### src/rtl/hazard3_opfetch_pkg.sv
// rtl/hazard3_opfetch_pkg.sv - shared constants for the hazard3 operand-fetch stage
package hazard3_opfetch_pkg;

  localparam int unsigned X0         = 0;
  localparam int unsigned W_ADDR_DEF = 5;
  localparam int unsigned W_DATA_DEF = 32;
  localparam int unsigned N_REGS_DEF = 1 << W_ADDR_DEF;

endpackage

### src/rtl/hazard3_opfetch_fwd.sv
// rtl/hazard3_opfetch_fwd.sv - per-port writeback collision detect and operand mux
// Forwarding datapath present only when HAZARD3_OPFETCH_BYPASS_EN is defined.
module hazard3_opfetch_fwd
  import hazard3_opfetch_pkg::*;
#(
  parameter int W_ADDR = W_ADDR_DEF,
  parameter int W_DATA = W_DATA_DEF
) (
  input  logic              clk,
  input  logic              rst,
  input  logic [W_ADDR-1:0] raddr,
  input  logic [W_ADDR-1:0] s1_rs,
  input  logic [W_DATA-1:0] rf_rdata,
  input  logic              wb_wen,
  input  logic [W_ADDR-1:0] wb_waddr,
  input  logic [W_DATA-1:0] wb_wdata,
  output logic              fwd_hit,
  output logic [W_DATA-1:0] op_data
);

  localparam logic [W_ADDR-1:0] X0_IDX = W_ADDR'(X0);

  logic hit_next;

  // The register file returns the pre-write value when a write and read of the
  // same index share an edge; remember that collision for the next cycle.
  assign hit_next = wb_wen && (wb_waddr == raddr) && (raddr != X0_IDX);

  always_ff @(posedge clk or posedge rst) begin
    if (rst) begin
      fwd_hit <= 1'b0;
    end else begin
      fwd_hit <= hit_next;
    end
  end

`ifdef HAZARD3_OPFETCH_BYPASS_EN
  logic [W_DATA-1:0] fwd_data;

  always_ff @(posedge clk or posedge rst) begin
    if (rst) begin
      fwd_data <= '0;
    end else begin
      fwd_data <= wb_wdata;
    end
  end

  always_comb begin
    op_data = rf_rdata;
    if (s1_rs == X0_IDX) begin
      op_data = '0;
    end else if (fwd_hit) begin
      op_data = fwd_data;
    end
  end
`else
  logic unused_wdata;
  assign unused_wdata = ^wb_wdata;

  always_comb begin
    op_data = rf_rdata;
    if (s1_rs == X0_IDX) begin
      op_data = '0;
    end
  end
`endif

endmodule

### src/rtl/hazard3_operand_fetch.sv
// rtl/hazard3_operand_fetch.sv - operand fetch between decode and execute
// Collision handling: forward with HAZARD3_OPFETCH_BYPASS_EN, else replay the read.
module hazard3_operand_fetch
  import hazard3_opfetch_pkg::*;
#(
  parameter int N_REGS = N_REGS_DEF,
  parameter int W_DATA = W_DATA_DEF,
  parameter int W_ADDR = $clog2(N_REGS)
) (
  input  logic              clk,
  input  logic              rst,
  input  logic              dec_valid,
  output logic              dec_ready,
  input  logic [W_ADDR-1:0] dec_rs1,
  input  logic [W_ADDR-1:0] dec_rs2,
  output logic [W_ADDR-1:0] rf_raddr1,
  output logic [W_ADDR-1:0] rf_raddr2,
  input  logic [W_DATA-1:0] rf_rdata1,
  input  logic [W_DATA-1:0] rf_rdata2,
  input  logic              wb_wen,
  input  logic [W_ADDR-1:0] wb_waddr,
  input  logic [W_DATA-1:0] wb_wdata,
  output logic              op_valid,
  input  logic              op_ready,
  output logic [W_ADDR-1:0] op_rs1,
  output logic [W_ADDR-1:0] op_rs2,
  output logic [W_DATA-1:0] op_rs1_data,
  output logic [W_DATA-1:0] op_rs2_data
);

  logic              s1_valid;
  logic [W_ADDR-1:0] s1_rs1;
  logic [W_ADDR-1:0] s1_rs2;
  logic              handoff;
  logic              hold;
  logic              accept;
  logic              fwd_hit1;
  logic              fwd_hit2;

  assign handoff = op_valid && op_ready;
  assign hold    = s1_valid && !handoff;

  // Reissue the held addresses every stalled cycle so late writebacks are seen.
  assign rf_raddr1 = hold ? s1_rs1 : dec_rs1;
  assign rf_raddr2 = hold ? s1_rs2 : dec_rs2;

  assign dec_ready = !rst && (!s1_valid || handoff);
  assign accept    = dec_valid && dec_ready;

  always_ff @(posedge clk or posedge rst) begin
    if (rst) begin
      s1_valid <= 1'b0;
      s1_rs1   <= '0;
      s1_rs2   <= '0;
    end else if (accept) begin
      s1_valid <= 1'b1;
      s1_rs1   <= dec_rs1;
      s1_rs2   <= dec_rs2;
    end else if (handoff) begin
      s1_valid <= 1'b0;
    end
  end

`ifdef HAZARD3_OPFETCH_BYPASS_EN
  logic unused_fwd_hit;
  assign unused_fwd_hit = fwd_hit1 ^ fwd_hit2;
  assign op_valid       = s1_valid;
`else
  // A collision leaves stale data in the read register; stall one cycle for the replay.
  assign op_valid = s1_valid && !fwd_hit1 && !fwd_hit2;
`endif

  assign op_rs1 = s1_rs1;
  assign op_rs2 = s1_rs2;

  hazard3_opfetch_fwd #(
    .W_ADDR (W_ADDR),
    .W_DATA (W_DATA)
  ) u_fwd1 (
    .clk      (clk),
    .rst      (rst),
    .raddr    (rf_raddr1),
    .s1_rs    (s1_rs1),
    .rf_rdata (rf_rdata1),
    .wb_wen   (wb_wen),
    .wb_waddr (wb_waddr),
    .wb_wdata (wb_wdata),
    .fwd_hit  (fwd_hit1),
    .op_data  (op_rs1_data)
  );

  hazard3_opfetch_fwd #(
    .W_ADDR (W_ADDR),
    .W_DATA (W_DATA)
  ) u_fwd2 (
    .clk      (clk),
    .rst      (rst),
    .raddr    (rf_raddr2),
    .s1_rs    (s1_rs2),
    .rf_rdata (rf_rdata2),
    .wb_wen   (wb_wen),
    .wb_waddr (wb_waddr),
    .wb_wdata (wb_wdata),
    .fwd_hit  (fwd_hit2),
    .op_data  (op_rs2_data)
  );

endmodule
### config.mk
export PLATFORM = sky130hd
export DESIGN_NAME = hazard3_operand_fetch
export DESIGN_NICKNAME = d
export VERILOG_FILES = /design/src/rtl/hazard3_opfetch_pkg.sv /design/src/rtl/hazard3_opfetch_fwd.sv /design/src/rtl/hazard3_operand_fetch.sv
export SDC_FILE = /design/constraint.sdc
export NUM_CORES = 1
export LEC_CHECK = 0
export CORE_AREA = 2 2 78 80
export CTS_BUF_LIST = sky130_fd_sc_hd__clkbuf_4 sky130_fd_sc_hd__clkbuf_8 sky130_fd_sc_hd__clkbuf_16
export DETAILED_ROUTE_END_ITERATION = 8
export DIE_AREA = 0 0 80 82
export PLACE_DENSITY = 0.92
export SETUP_SLACK_MARGIN = 0.02
export SLEW_MARGIN = 40
export SYNTH_ARGS = -nofsm -noshare
export SYNTH_HDL_FRONTEND = slang
export SYNTH_SLANG_ARGS = --single-unit
### constraint.sdc
create_clock -name clk -period 3.2 [get_ports clk]
set_clock_uncertainty 0.05 [all_clocks]
set_input_delay 0.32 -clock clk [delete_from_list [all_inputs] [get_ports clk]]
set_output_delay 0.32 -clock clk [all_outputs]
set_load 0.005 [all_outputs]
==> results.ini <==
[floorplan]
die_x_um=80
pin_count=202
start_util_pct=23.04
dieHeight_um=82
rows=28
core_area_mm2=0.005746
dieArea_mm2=0.006560

[yosys]
synthMuxAreaShare_pct=10.21
ys_async_sr_fraction_pct=100.0
synth_xor_area_share_pct=5.293
synth_compound_area_share_pct=5.860
synthCells=161
synth_top_family_by_area=simple AND/OR/NAND/NOR gates
synth.distinct_cells=27
synth_top_flop_cell=dfrtp_1
synth-simple-area-share_pct=50.66
syn_nets=277
syn_avg_cell_area_um2=8.222
synth_edf_count=0
synth-seq-cells=13
synth_seq_area_share_pct=24.57
synth_fa_ha_area_share_pct=0
netlist_area_mm2=0.001324
ys_warn_count=0

[sta]
setup_tns_ps=0
rsz0062_at_grt=no
maxSlewViolCount=0
hold_violations=0
min_period_ps=2541
max_freq_mhz=393.6
worstMarginPinSlew_ps=473.1
relSlewSlack_pct=68.46
setup_violations=0
whs_ps=348.1
min_period_over_period_pct=79.40

[cells_and_area]
nNetsFinal=447
post-route-util_pct=55.05
drive_above_1_share_pct=7.576
num_antenna_cells=0
final_area_mm2=0.003163
syn_to_final_growth_pct=138.9

[worst_hold_path]
hp-class=in2async

[run]
drv_cap=0

[clocking]
tritoncts=yes
cts_num_sinks=13
clk_latency_ps=240
htreeDepth=1
clock_path_buffers=2
cts_resized=0
clk_pin_slew_ps=50
numCtsBuffers=3
holdBufCountCts=0
post-cts-setup-buffer-count=0
cts-root-buf=clkbuf_8

[power]
p_sw_share_pct=28.81
powerDensity_mw_per_mm2=289.4
power_frac_comb_pct=58.3
total_power_mw=0.9154
p_sw_mw=0.2637
leakage_nw=1.237
seq_power_share_pct=25.1
internal-power_mw=0.6516
pwr-share-clk_pct=16.6
ir_drop_mv=0.1391

[route]
routed_wl_um=5814
via_per_inst=4.398
wl_met2_um=3040
firstDrtPassIters=4
maxUsedRoutingLayer=met4
met3_length_um=289
drt_iter0_drc=59
vias=1781
ant_nets=0
route.detailed.drc=0
wl_per_cell_um=14.36
wl_met1_um=2417

[global_routing]
grt_pass1_wl_um=8652
antenna_found_initial=0
grt_pass1_vias=1720
grt_max_degree=33
grt-ovfl-total=0
track_usage_pct=16.88

[setup_path]
rrSetupSlack_ps=1120
worstPathArrival_ps=2170
cp-end-kind=output pin
cpPeakStageDelay_ps=550
crit_chain=or4_1, nor2_2, buf_4, nor2b_1, clkdlybuf4s50_1
crit_buf_inv=2
crit_required_ps=2830
crit_fanout=32
timing_worst_setup_path_type=reg2out
crit_path_start_kind=register
cp_top_family=buffers and inverters
cpMaxStageDelayCell=or4_1

[status]
outcome=complete, no violations

[place]
routabilityCongestion=0.8906
place_area_mm2=0.003114
dp_hpwl_um=4885
portBuffers=169

-- power groups by stage --
stage / clock [mW] / combinational, mW / sequential (mW)
3_5_place_dp: 0 / 0.534 / 0.232
4_1_cts: 0.157 / 0.539 / 0.229
5_1_grt: 0.165 / 0.573 / 0.236
2_1_floorplan: 0 / 0.172 / 0.220
3_3_place_gp: 0 / 0.528 / 0.230
6_report: 0.152 / 0.533 / 0.230
-- worst min-delay path: cells and delay by family --
family                 cells  cell delay [ps]
buffers and inverters      3              670
-- cells in the mapped netlist, types with 2 or more instances --
| master | number | area share [%] |
|---|---|---|
| nand3_1 | 2 | 0.76 |
| nand2_1 | 11 | 3.1 |
| nor2_1 | 3 | 0.85 |
| a21oi_1 | 2 | 0.76 |
| xor2_1 | 6 | 4.0 |
| clkbuf_1 | 8 | 2.3 |
| mux2_2 | 11 | 9.4 |
| or4_1 | 2 | 1.1 |
| o21ai_0 | 2 | 0.76 |
| nor4_1 | 3 | 1.4 |
| a31oi_1 | 2 | 0.95 |
| xnor2_1 | 2 | 1.3 |
| nor2b_1 | 64 | 30 |
| nand4bb_1 | 6 | 5.1 |
| nand2b_1 | 6 | 2.8 |
| dfrtp_1 | 13 | 25 |
| inv_1 | 2 | 0.57 |
| o211ai_1 | 6 | 3.4 |
| and4_1 | 2 | 1.3 |
-- layout make-up --
class / instances / area (um^2)
Timing Repair Buffer: 174 / 1729
Tap cell: 75 / 93.84
Fill cell: 524 / 2582
Multi-Input combinational cell: 137 / 958.4
Sequential cell: 13 / 325.3
Inverter: 2 / 7.507
Clock buffer: 4 / 48.80
-- path summary, 6_finish.rpt --
path | startpoint | endpoint | depth (start not counted)
max in group asynchronous | rst | op_rs2[4]$_DFFE_PP0P_ | 3
min reg2reg | op_rs2[2]$_DFFE_PP0P_ | op_rs2[2]$_DFFE_PP0P_ | 1
min | rst | op_rs2[2]$_DFFE_PP0P_ | 3
max | op_rs1[0]$_DFFE_PP0P_ | op_rs1_data[9] | 5
max reg2reg | u_fwd2.fwd_hit$_DFF_PP0_ | op_rs2[2]$_DFFE_PP0P_ | 4
min in group clk | op_rs2[2]$_DFFE_PP0P_ | op_rs2[2]$_DFFE_PP0P_ | 1
-- per-stage QoR --
step | worst slack [ps] | instances
2_1_floorplan | 1350 | 161
3_3_place_gp | 666.2 | 401
3_5_place_dp | 679.9 | 401
4_1_cts | 661.3 | 405
5_1_grt | 538.7 | 405
6_report | 659.2 | 405
-- cell families after synthesis --
| logic type | Yosys count |
|---|---|
| AOI/OAI and AO/OA | 12 |
| muxes | 12 |
| DFF | 13 |
| and+or+nand+nor | 105 |
| buffers and inverters | 11 |
| xor gates and xnor gates | 8 |
-- state kept, by name (all words and copies together) (netlist names) --
name / flops
u_fwd1.fwd_hit: 1
op_rs2: 5
op_rs1: 5
s1_valid: 1
u_fwd2.fwd_hit: 1
-- layout by cell type (no fill, tap or decap), types with 3 or more instances in the layout --
cell type,netlist,final
buf_4,1,5
clkbuf_8,0,3
clkdlybuf4s50_1,0,169
dfrtp_1,13,13
mux2_2,11,11
nand2_1,11,11
nand2b_1,6,6
nand4bb_1,6,6
nor2_2,1,3
nor2b_1,64,64
nor4_1,3,3
o211ai_1,6,6
xor2_1,6,6
-- per-layer routing --
| metal | vias up | GRT usage (%) |
|---|---|---|
| met5 | - | 0 |
| met4 | 0 | 5.085 |
| met3 | 5 | 2.747 |
| met2 | 52 | 28.58 |
| met1 | 842 | 22.07 |
| li1 | 882 | - |
Power figures use the tool's default switching activity.
